--- config.mk ---
export PLATFORM = sky130hd
export DESIGN_NAME = tiny_riscv_mem_arbiter_flat
export DESIGN_NICKNAME = d
export VERILOG_FILES = /design/src/rtl/tiny_riscv_pkg.sv /design/src/rtl/tiny_riscv_mem_arbiter_if.sv /design/src/rtl/tiny_riscv_arb_pick.sv /design/src/rtl/tiny_riscv_mem_arbiter.sv /design/src/flat_wrapper.sv
export SDC_FILE = /design/constraint.sdc
export NUM_CORES = 1
export LEC_CHECK = 0
export CORE_ASPECT_RATIO = 0.8
export CORE_MARGIN = 4
export CORE_UTILIZATION = 35
export DETAILED_ROUTE_END_ITERATION = 16
export PLACE_DENSITY = 0.83
export REMOVE_ABC_BUFFERS = 1
export SYNTH_ARGS = -nofsm -noshare
export SYNTH_HDL_FRONTEND = slang
export SYNTH_SLANG_ARGS = --single-unit
--- constraint.sdc ---
create_clock -name i_Clk -period 3 [get_ports i_Clk]
set_input_delay 0.9 -clock i_Clk [delete_from_list [all_inputs] [get_ports i_Clk]]
set_output_delay 0.9 -clock i_Clk [all_outputs]
set_load 0.005 [all_outputs]
--- src/rtl/tiny_riscv_pkg.sv ---
// tiny_riscv_pkg: shared types and widths for the tiny RISC-V memory arbiter.
//   state_e   : arbiter FSM states (IDLE=0, ISSUE=1, RESP=2)
//   gnt_e     : grant encoding (GNT_IF=0 fetch port, GNT_D=1 data port)
//   mem_req_t : latched request payload (address, write data, byte mask)
package tiny_riscv_pkg;

  localparam int unsigned ADDR_W = 32;
  localparam int unsigned DATA_W = 32;
  localparam int unsigned MASK_W = 4;

  typedef enum logic [1:0] {
    ST_IDLE  = 2'd0,
    ST_ISSUE = 2'd1,
    ST_RESP  = 2'd2
  } state_e;

  typedef enum logic {
    GNT_IF = 1'b0,
    GNT_D  = 1'b1
  } gnt_e;

  typedef struct packed {
    logic [ADDR_W-1:0] addr;
    logic [DATA_W-1:0] wdata;
    logic [MASK_W-1:0] wmask;
  } mem_req_t;

endpackage

--- src/rtl/tiny_riscv_mem_arbiter_if.sv ---
// tiny_riscv_mem_arbiter_if: bundles the fetch port, data port and word-memory
// port of the arbiter. Signal names keep the arbiter's port naming.
//   slave  : arbiter side (requests and i_mem_data in, acks/rdata/memory controls out)
//   master : environment side (requesters plus memory)
interface tiny_riscv_mem_arbiter_if;
  import tiny_riscv_pkg::*;

  logic              i_if_req;
  logic [ADDR_W-1:0] i_if_addr;
  logic              o_if_ack;
  logic [DATA_W-1:0] o_if_rdata;

  logic              i_d_req;
  logic [ADDR_W-1:0] i_d_addr;
  logic [DATA_W-1:0] i_d_wdata;
  logic [MASK_W-1:0] i_d_wmask;
  logic              o_d_ack;
  logic [DATA_W-1:0] o_d_rdata;

  logic [ADDR_W-1:0] o_mem_addr;
  logic              o_read_strobe;
  logic [DATA_W-1:0] o_mem_write_data;
  logic [MASK_W-1:0] o_mem_write_mask;
  logic [DATA_W-1:0] i_mem_data;

  modport slave (
    input  i_if_req, i_if_addr, i_d_req, i_d_addr, i_d_wdata, i_d_wmask, i_mem_data,
    output o_if_ack, o_if_rdata, o_d_ack, o_d_rdata,
    output o_mem_addr, o_read_strobe, o_mem_write_data, o_mem_write_mask
  );

  modport master (
    output i_if_req, i_if_addr, i_d_req, i_d_addr, i_d_wdata, i_d_wmask, i_mem_data,
    input  o_if_ack, o_if_rdata, o_d_ack, o_d_rdata,
    input  o_mem_addr, o_read_strobe, o_mem_write_data, o_mem_write_mask
  );

endinterface

--- src/rtl/tiny_riscv_arb_pick.sv ---
// tiny_riscv_arb_pick: combinational grant decision between fetch and data ports.
//   if_req_i, d_req_i : pending requests
//   ptr_i             : port preferred when both request
//   gnt_c_o           : winning port (meaningful only when a request is present)
module tiny_riscv_arb_pick
  import tiny_riscv_pkg::*;
(
  input  logic if_req_i,
  input  logic d_req_i,
  input  gnt_e ptr_i,
  output gnt_e gnt_c_o
);

  always_comb begin
    gnt_c_o = GNT_IF;
    if (if_req_i && d_req_i) begin
      gnt_c_o = ptr_i;
    end else if (d_req_i) begin
      gnt_c_o = GNT_D;
    end
  end

endmodule

--- src/rtl/tiny_riscv_mem_arbiter.sv ---
// tiny_riscv_mem_arbiter: shares one registered word memory between the
// instruction-fetch and data ports. One access every 3 cycles:
// IDLE (latch winner) -> ISSUE (strobe memory) -> RESP (ack + read data).
//   i_Clk, i_Reset : clock, asynchronous active-high reset
//   bus (slave)    : fetch port, data port, word-memory port
// Build option: TINY_RISCV_ARB_RR_EN selects round-robin on collisions;
// undefined gives fixed data-over-fetch priority with no pointer register.
module tiny_riscv_mem_arbiter
  import tiny_riscv_pkg::*;
(
  input logic                     i_Clk,
  input logic                     i_Reset,
  tiny_riscv_mem_arbiter_if.slave bus
);

  state_e            state_q, state_d;
  gnt_e              gnt_q, gnt_d;
  gnt_e              pick_gnt;
  gnt_e              ptr;
  logic              load_q, load_d;
  logic              any_req;
  mem_req_t          win;

  logic [ADDR_W-1:0] mem_addr_q, mem_addr_d;
  logic [DATA_W-1:0] mem_wdata_q, mem_wdata_d;
  logic [MASK_W-1:0] mem_wmask_q, mem_wmask_d;
  logic              read_strobe_q, read_strobe_d;
  logic              if_ack_q, if_ack_d;
  logic              d_ack_q, d_ack_d;

  assign any_req = bus.i_if_req | bus.i_d_req;

  tiny_riscv_arb_pick u_pick (
    .if_req_i (bus.i_if_req),
    .d_req_i  (bus.i_d_req),
    .ptr_i    (ptr),
    .gnt_c_o  (pick_gnt)
  );

`ifdef TINY_RISCV_ARB_RR_EN
  gnt_e ptr_q, ptr_d;

  // Prefer the port that did not win the last grant.
  always_comb begin
    ptr_d = ptr_q;
    if (state_q == ST_IDLE && any_req) begin
      ptr_d = (pick_gnt == GNT_D) ? GNT_IF : GNT_D;
    end
  end

  always_ff @(posedge i_Clk or posedge i_Reset) begin
    if (i_Reset) ptr_q <= GNT_D;
    else         ptr_q <= ptr_d;
  end

  assign ptr = ptr_q;
`else
  assign ptr = GNT_D;
`endif

  // Payload of the winning port; fetches are always reads with no write data.
  always_comb begin
    win = '0;
    if (pick_gnt == GNT_D) begin
      win.addr  = bus.i_d_addr;
      win.wdata = bus.i_d_wdata;
      win.wmask = bus.i_d_wmask;
    end else begin
      win.addr  = bus.i_if_addr;
    end
  end

  // Next state and next registered outputs; memory controls are set on the
  // IDLE->ISSUE edge so they are visible exactly during ISSUE.
  always_comb begin
    state_d       = state_q;
    gnt_d         = gnt_q;
    load_d        = load_q;
    mem_addr_d    = mem_addr_q;
    mem_wdata_d   = mem_wdata_q;
    mem_wmask_d   = '0;
    read_strobe_d = 1'b0;
    if_ack_d      = 1'b0;
    d_ack_d       = 1'b0;
    case (state_q)
      ST_IDLE: begin
        if (any_req) begin
          state_d       = ST_ISSUE;
          gnt_d         = pick_gnt;
          load_d        = (win.wmask == '0);
          mem_addr_d    = win.addr;
          mem_wdata_d   = win.wdata;
          mem_wmask_d   = win.wmask;
          read_strobe_d = (win.wmask == '0);
        end
      end
      ST_ISSUE: begin
        state_d  = ST_RESP;
        if_ack_d = (gnt_q == GNT_IF);
        d_ack_d  = (gnt_q == GNT_D);
      end
      ST_RESP: begin
        state_d = ST_IDLE;
      end
      default: begin
        state_d = ST_IDLE;
      end
    endcase
  end

  always_ff @(posedge i_Clk or posedge i_Reset) begin
    if (i_Reset) begin
      state_q       <= ST_IDLE;
      gnt_q         <= GNT_IF;
      load_q        <= 1'b0;
      mem_addr_q    <= '0;
      mem_wdata_q   <= '0;
      mem_wmask_q   <= '0;
      read_strobe_q <= 1'b0;
      if_ack_q      <= 1'b0;
      d_ack_q       <= 1'b0;
    end else begin
      state_q       <= state_d;
      gnt_q         <= gnt_d;
      load_q        <= load_d;
      mem_addr_q    <= mem_addr_d;
      mem_wdata_q   <= mem_wdata_d;
      mem_wmask_q   <= mem_wmask_d;
      read_strobe_q <= read_strobe_d;
      if_ack_q      <= if_ack_d;
      d_ack_q       <= d_ack_d;
    end
  end

  assign bus.o_mem_addr       = mem_addr_q;
  assign bus.o_mem_write_data = mem_wdata_q;
  assign bus.o_mem_write_mask = mem_wmask_q;
  assign bus.o_read_strobe    = read_strobe_q;
  assign bus.o_if_ack         = if_ack_q;
  assign bus.o_d_ack          = d_ack_q;

  // Memory data arrives in the RESP cycle itself, so read data is gated, not registered.
  assign bus.o_if_rdata = (if_ack_q && load_q) ? bus.i_mem_data : '0;
  assign bus.o_d_rdata  = (d_ack_q && load_q)  ? bus.i_mem_data : '0;

endmodule

--- src/flat_wrapper.sv ---
// flat-port wrapper written by rule: the top's interface ports become plain ports
module tiny_riscv_mem_arbiter_flat import tiny_riscv_pkg::*;
  (i_Clk, i_Reset, bus_i_if_req, bus_i_if_addr, bus_i_d_req, bus_i_d_addr, bus_i_d_wdata, bus_i_d_wmask, bus_i_mem_data, bus_o_if_ack, bus_o_if_rdata, bus_o_d_ack, bus_o_d_rdata, bus_o_mem_addr, bus_o_read_strobe, bus_o_mem_write_data, bus_o_mem_write_mask);
  tiny_riscv_mem_arbiter_if bus_i ();
  input logic i_Clk;
  input logic i_Reset;
  input wire logic [$bits(bus_i.i_if_req)-1:0] bus_i_if_req;
  input wire logic [$bits(bus_i.i_if_addr)-1:0] bus_i_if_addr;
  input wire logic [$bits(bus_i.i_d_req)-1:0] bus_i_d_req;
  input wire logic [$bits(bus_i.i_d_addr)-1:0] bus_i_d_addr;
  input wire logic [$bits(bus_i.i_d_wdata)-1:0] bus_i_d_wdata;
  input wire logic [$bits(bus_i.i_d_wmask)-1:0] bus_i_d_wmask;
  input wire logic [$bits(bus_i.i_mem_data)-1:0] bus_i_mem_data;
  output wire logic [$bits(bus_i.o_if_ack)-1:0] bus_o_if_ack;
  output wire logic [$bits(bus_i.o_if_rdata)-1:0] bus_o_if_rdata;
  output wire logic [$bits(bus_i.o_d_ack)-1:0] bus_o_d_ack;
  output wire logic [$bits(bus_i.o_d_rdata)-1:0] bus_o_d_rdata;
  output wire logic [$bits(bus_i.o_mem_addr)-1:0] bus_o_mem_addr;
  output wire logic [$bits(bus_i.o_read_strobe)-1:0] bus_o_read_strobe;
  output wire logic [$bits(bus_i.o_mem_write_data)-1:0] bus_o_mem_write_data;
  output wire logic [$bits(bus_i.o_mem_write_mask)-1:0] bus_o_mem_write_mask;
  assign bus_i.i_if_req = bus_i_if_req;
  assign bus_i.i_if_addr = bus_i_if_addr;
  assign bus_i.i_d_req = bus_i_d_req;
  assign bus_i.i_d_addr = bus_i_d_addr;
  assign bus_i.i_d_wdata = bus_i_d_wdata;
  assign bus_i.i_d_wmask = bus_i_d_wmask;
  assign bus_i.i_mem_data = bus_i_mem_data;
  assign bus_o_if_ack = bus_i.o_if_ack;
  assign bus_o_if_rdata = bus_i.o_if_rdata;
  assign bus_o_d_ack = bus_i.o_d_ack;
  assign bus_o_d_rdata = bus_i.o_d_rdata;
  assign bus_o_mem_addr = bus_i.o_mem_addr;
  assign bus_o_read_strobe = bus_i.o_read_strobe;
  assign bus_o_mem_write_data = bus_i.o_mem_write_data;
  assign bus_o_mem_write_mask = bus_i.o_mem_write_mask;
  tiny_riscv_mem_arbiter u_core (.i_Clk(i_Clk), .i_Reset(i_Reset), .bus(bus_i));
endmodule
==> impl_metrics.env <==
export IMPL_worst_relative_slew_slack=0.603
export IMPL_required_ns=2.10
export IMPL_cts_setup_buffers=0
export IMPL_clock_tree_root_cell="sky130_fd_sc_hd__clkbuf_16"
export IMPL_cts_htree_levels=3
export IMPL_design_final_nets=677
export IMPL_ant_nets=0
export IMPL_clock_sinks=75
export IMPL_wl_cell_um=19.7
export IMPL_layout_commonest_cell="sky130_fd_sc_hd__clkdlybuf4s50_1"
export IMPL_gr_total_overflow=0
export IMPL_clkTransAtPathRegs_ns=0.06
export IMPL_report_final_hold_viol_count=0
export IMPL_yosys_warnings=0
export IMPL_detailroute_via_count=3361
export IMPL_stdcell_area_um2=6840
export IMPL_globalRouteMet1Util=0.224
export IMPL_antenna_cells=0
export IMPL_flow_area_growth_from_synthesis_pct=83.8
export IMPL_final_setup_skew_ns=0.00568
export IMPL_design_die_area_um2=12400
export IMPL_mappedNetlistArea_um2=3720
export IMPL_path_class="in2out"
export IMPL_grtUsageTotal=0.211
export IMPL_worst_setup_path_start_kind="input port"
export IMPL_worstSkewPairLatency_ns=0.32
export IMPL_critPathMaxFanout=2
export IMPL_wl_mm=13.5
export IMPL_postPlaceCellArea_um2=6500
export IMPL_wire_length_of_the_first_global_routing_pass_mm=20.0
export IMPL_ys_types=21
export IMPL_crit_arrival_ns=2.08
export IMPL_busiest_layer="met2"
export IMPL_num_io_pins=271
export IMPL_gp_congestion=0.789
export IMPL_cts_hold_fix_buffers=0
export IMPL_mostFrequentLayoutCells="sky130_fd_sc_hd__clkdlybuf4s50_1 (244), sky130_fd_sc_hd__dfrtp_1 (74), sky130_fd_sc_hd__and3_1 (63)"
export IMPL_drv_slew=0
export IMPL_initialDrtViolationCount=141
export IMPL_dp_slack_ns=-0.0445
export IMPL_dr_drc_count=0
export IMPL_critical_path_slowest_cell="sky130_fd_sc_hd__clkdlybuf4s50_1"
export IMPL_grt_util_met3=0.0608
export IMPL_path_common_cell="sky130_fd_sc_hd__clkdlybuf4s50_1"
export IMPL_global_route_usage_met2=0.397
export IMPL_port_buffers=270
export IMPL_ff_latch_area_um2=1880
export IMPL_peak_ir_drop_on_the_vdd_network_v=0.000566
export IMPL_ys_seq_elements=75
export IMPL_outcome="completed"
export IMPL_drt_pass1_iterations=4
export IMPL_cts_max_path_buffers=2
export IMPL_floorplan_die_width_um=123
export IMPL_clock_fmax_mhz=336
export IMPL_powerDensity_nw_per_um2=838
export IMPL_tightest_slew_ns=0.595
export IMPL_power_total_mw=5.73
export IMPL_cts_buffers=9
export IMPL_total_leakage_power_nw=3.39
export IMPL_list_of_cells_traversed_by_the_critical_path="clkdlybuf4s50_1, and3_1, clkdlybuf4s50_1"
export IMPL_rows=33
export IMPL_yosysSeqAreaShare=0.505
export IMPL_pin_count_of_the_biggest_net_entering_global_routing=76
export IMPL_critPathCaptureType="primary output"
export IMPL_die_h_um=100
export IMPL_worst_hold_path_class="reg2reg"
export IMPL_number_of_global_route_vias_before_repair=3688
export IMPL_synthesis_instances=278
export IMPL_place_detailed_hpwl_mm=10.4
export IMPL_fin_ws_ns=0.0201
export IMPL_grt_antenna_before_repair=0
export IMPL_mean_syn_cell_area_um2=13.4
export IMPL_filler_cell_count=770
export IMPL_timing_hold_ws_ns=0.458
export IMPL_cap_viol_max_count=0
export IMPL_period_minus_slack_ns=2.98
export IMPL_critical_path_max_stage_delay_ns=0.52
export IMPL_post_drt_via_cell_ratio=4.90
export IMPL_post_route_period_util=0.993
export IMPL_core_area_um2=10300
export IMPL_drive_above_1_share=0.176
export IMPL_finalSetupViolCount=0
export IMPL_area_taken_by_multi_input_logic_gates_um2=1690
export IMPL_floorplan_initialDensity=0.360
export IMPL_tritoncts_clock_tree="built"
-- layer usage --
metal | part of all wire | vias to the layer above
li1 | - | 1547
met1 | 0.36 | 1631
met2 | 0.53 | 163
met3 | 0.081 | 20
met4 | 0.027 | 0
met5 | 0 | -
-- worst paths after layout --
path                              startpoint                   endpoint  slack (ns)  cells past startpoint
min in group asynchronous            i_Reset  u_core.bus.o_mem_addr[13]        0.99                      3
min reg2reg                     u_core.gnt_q        u_core.bus.o_if_ack        0.46                      1
min                             u_core.gnt_q        u_core.bus.o_if_ack        0.46                      1
max reg2reg                u_core.state_q[0]   u_core.bus.o_mem_addr[3]        1.26                      4
max in group asynchronous            i_Reset         u_core.bus.o_d_ack        1.70                      3
max                        bus_i_mem_data[3]          bus_o_if_rdata[3]        0.02                      3
-- area by class of cell --
type	instances	area share
Clock inverter	6	0.00695
Multi-Input combinational cell	174	0.247
Tap cell	140	0.0256
Timing Repair Buffer	279	0.409
Inverter	2	0.00146
Sequential cell	75	0.275
Clock buffer	10	0.0349
-- where the power goes --
part	switching, mW	internal (mW)	total (mW)
registers	0.328	1.51	1.83
logic	1.02	1.86	2.87
clock network	0.429	0.590	1.02
-- per-stage QoR --
step	setup TNS [ns]	util	cells
after floorplan	0	-	251
after global placement	-0.246	0.630	670
after detailed placement	-0.223	0.630	670
after CTS	0	0.659	686
after global routing	-0.00378	0.662	686
final	0	0.662	686
-- synth_stat cells --
master	count	area, um2
sky130_fd_sc_hd__a21o_1	1	7.51
sky130_fd_sc_hd__a21oi_1	1	5.00
sky130_fd_sc_hd__a22o_1	32	280
sky130_fd_sc_hd__a2bb2oi_1	1	8.76
sky130_fd_sc_hd__and2_1	2	12.5
sky130_fd_sc_hd__and3_1	68	425
sky130_fd_sc_hd__buf_12	1	20.0
sky130_fd_sc_hd__buf_2	2	10.0
sky130_fd_sc_hd__buf_4	3	22.5
sky130_fd_sc_hd__buf_6	5	56.3
sky130_fd_sc_hd__clkbuf_1	16	60.1
sky130_fd_sc_hd__dfrtp_1	75	1880
sky130_fd_sc_hd__inv_1	1	3.75
sky130_fd_sc_hd__inv_4	1	6.26
sky130_fd_sc_hd__mux2_1	4	45.0
sky130_fd_sc_hd__mux2_2	17	191
sky130_fd_sc_hd__mux2_4	43	646
sky130_fd_sc_hd__nor2_2	1	6.26
sky130_fd_sc_hd__nor2b_1	2	12.5
sky130_fd_sc_hd__o21ai_4	1	16.3
sky130_fd_sc_hd__or4_1	1	7.51
-- cell families after synthesis --
kind of cell | Yosys count | share of synthesized area
simple gates | 74 | 0.125
flops | 75 | 0.505
mux | 64 | 0.237
buf+inv | 29 | 0.0481
compound gates | 36 | 0.0854
-- critical path, delay by kind of cell --
kind	cells	cell delay, ns
buf+inv	2	1.02
simple gates	1	0.16
-- state kept, by name, summed over array words and instances, names as in the netlist --
name	count
u_core.bus.o_mem_addr	32
u_core.bus.o_read_strobe	1
u_core.bus.o_mem_write_mask	4
u_core.bus.o_d_ack	1
u_core.state_q	2
u_core.bus.o_if_ack	1
u_core.bus.o_mem_write_data	32
u_core.gnt_q	1
u_core.load_q	1
-- timing repair --
action | 4_1_cts | 5_1_grt
resized for setup | 17 | 15
cloned | 0 | 0
setup endpoints to repair | 13 | 15
No activity file was read; power rests on OpenSTA's default activity.
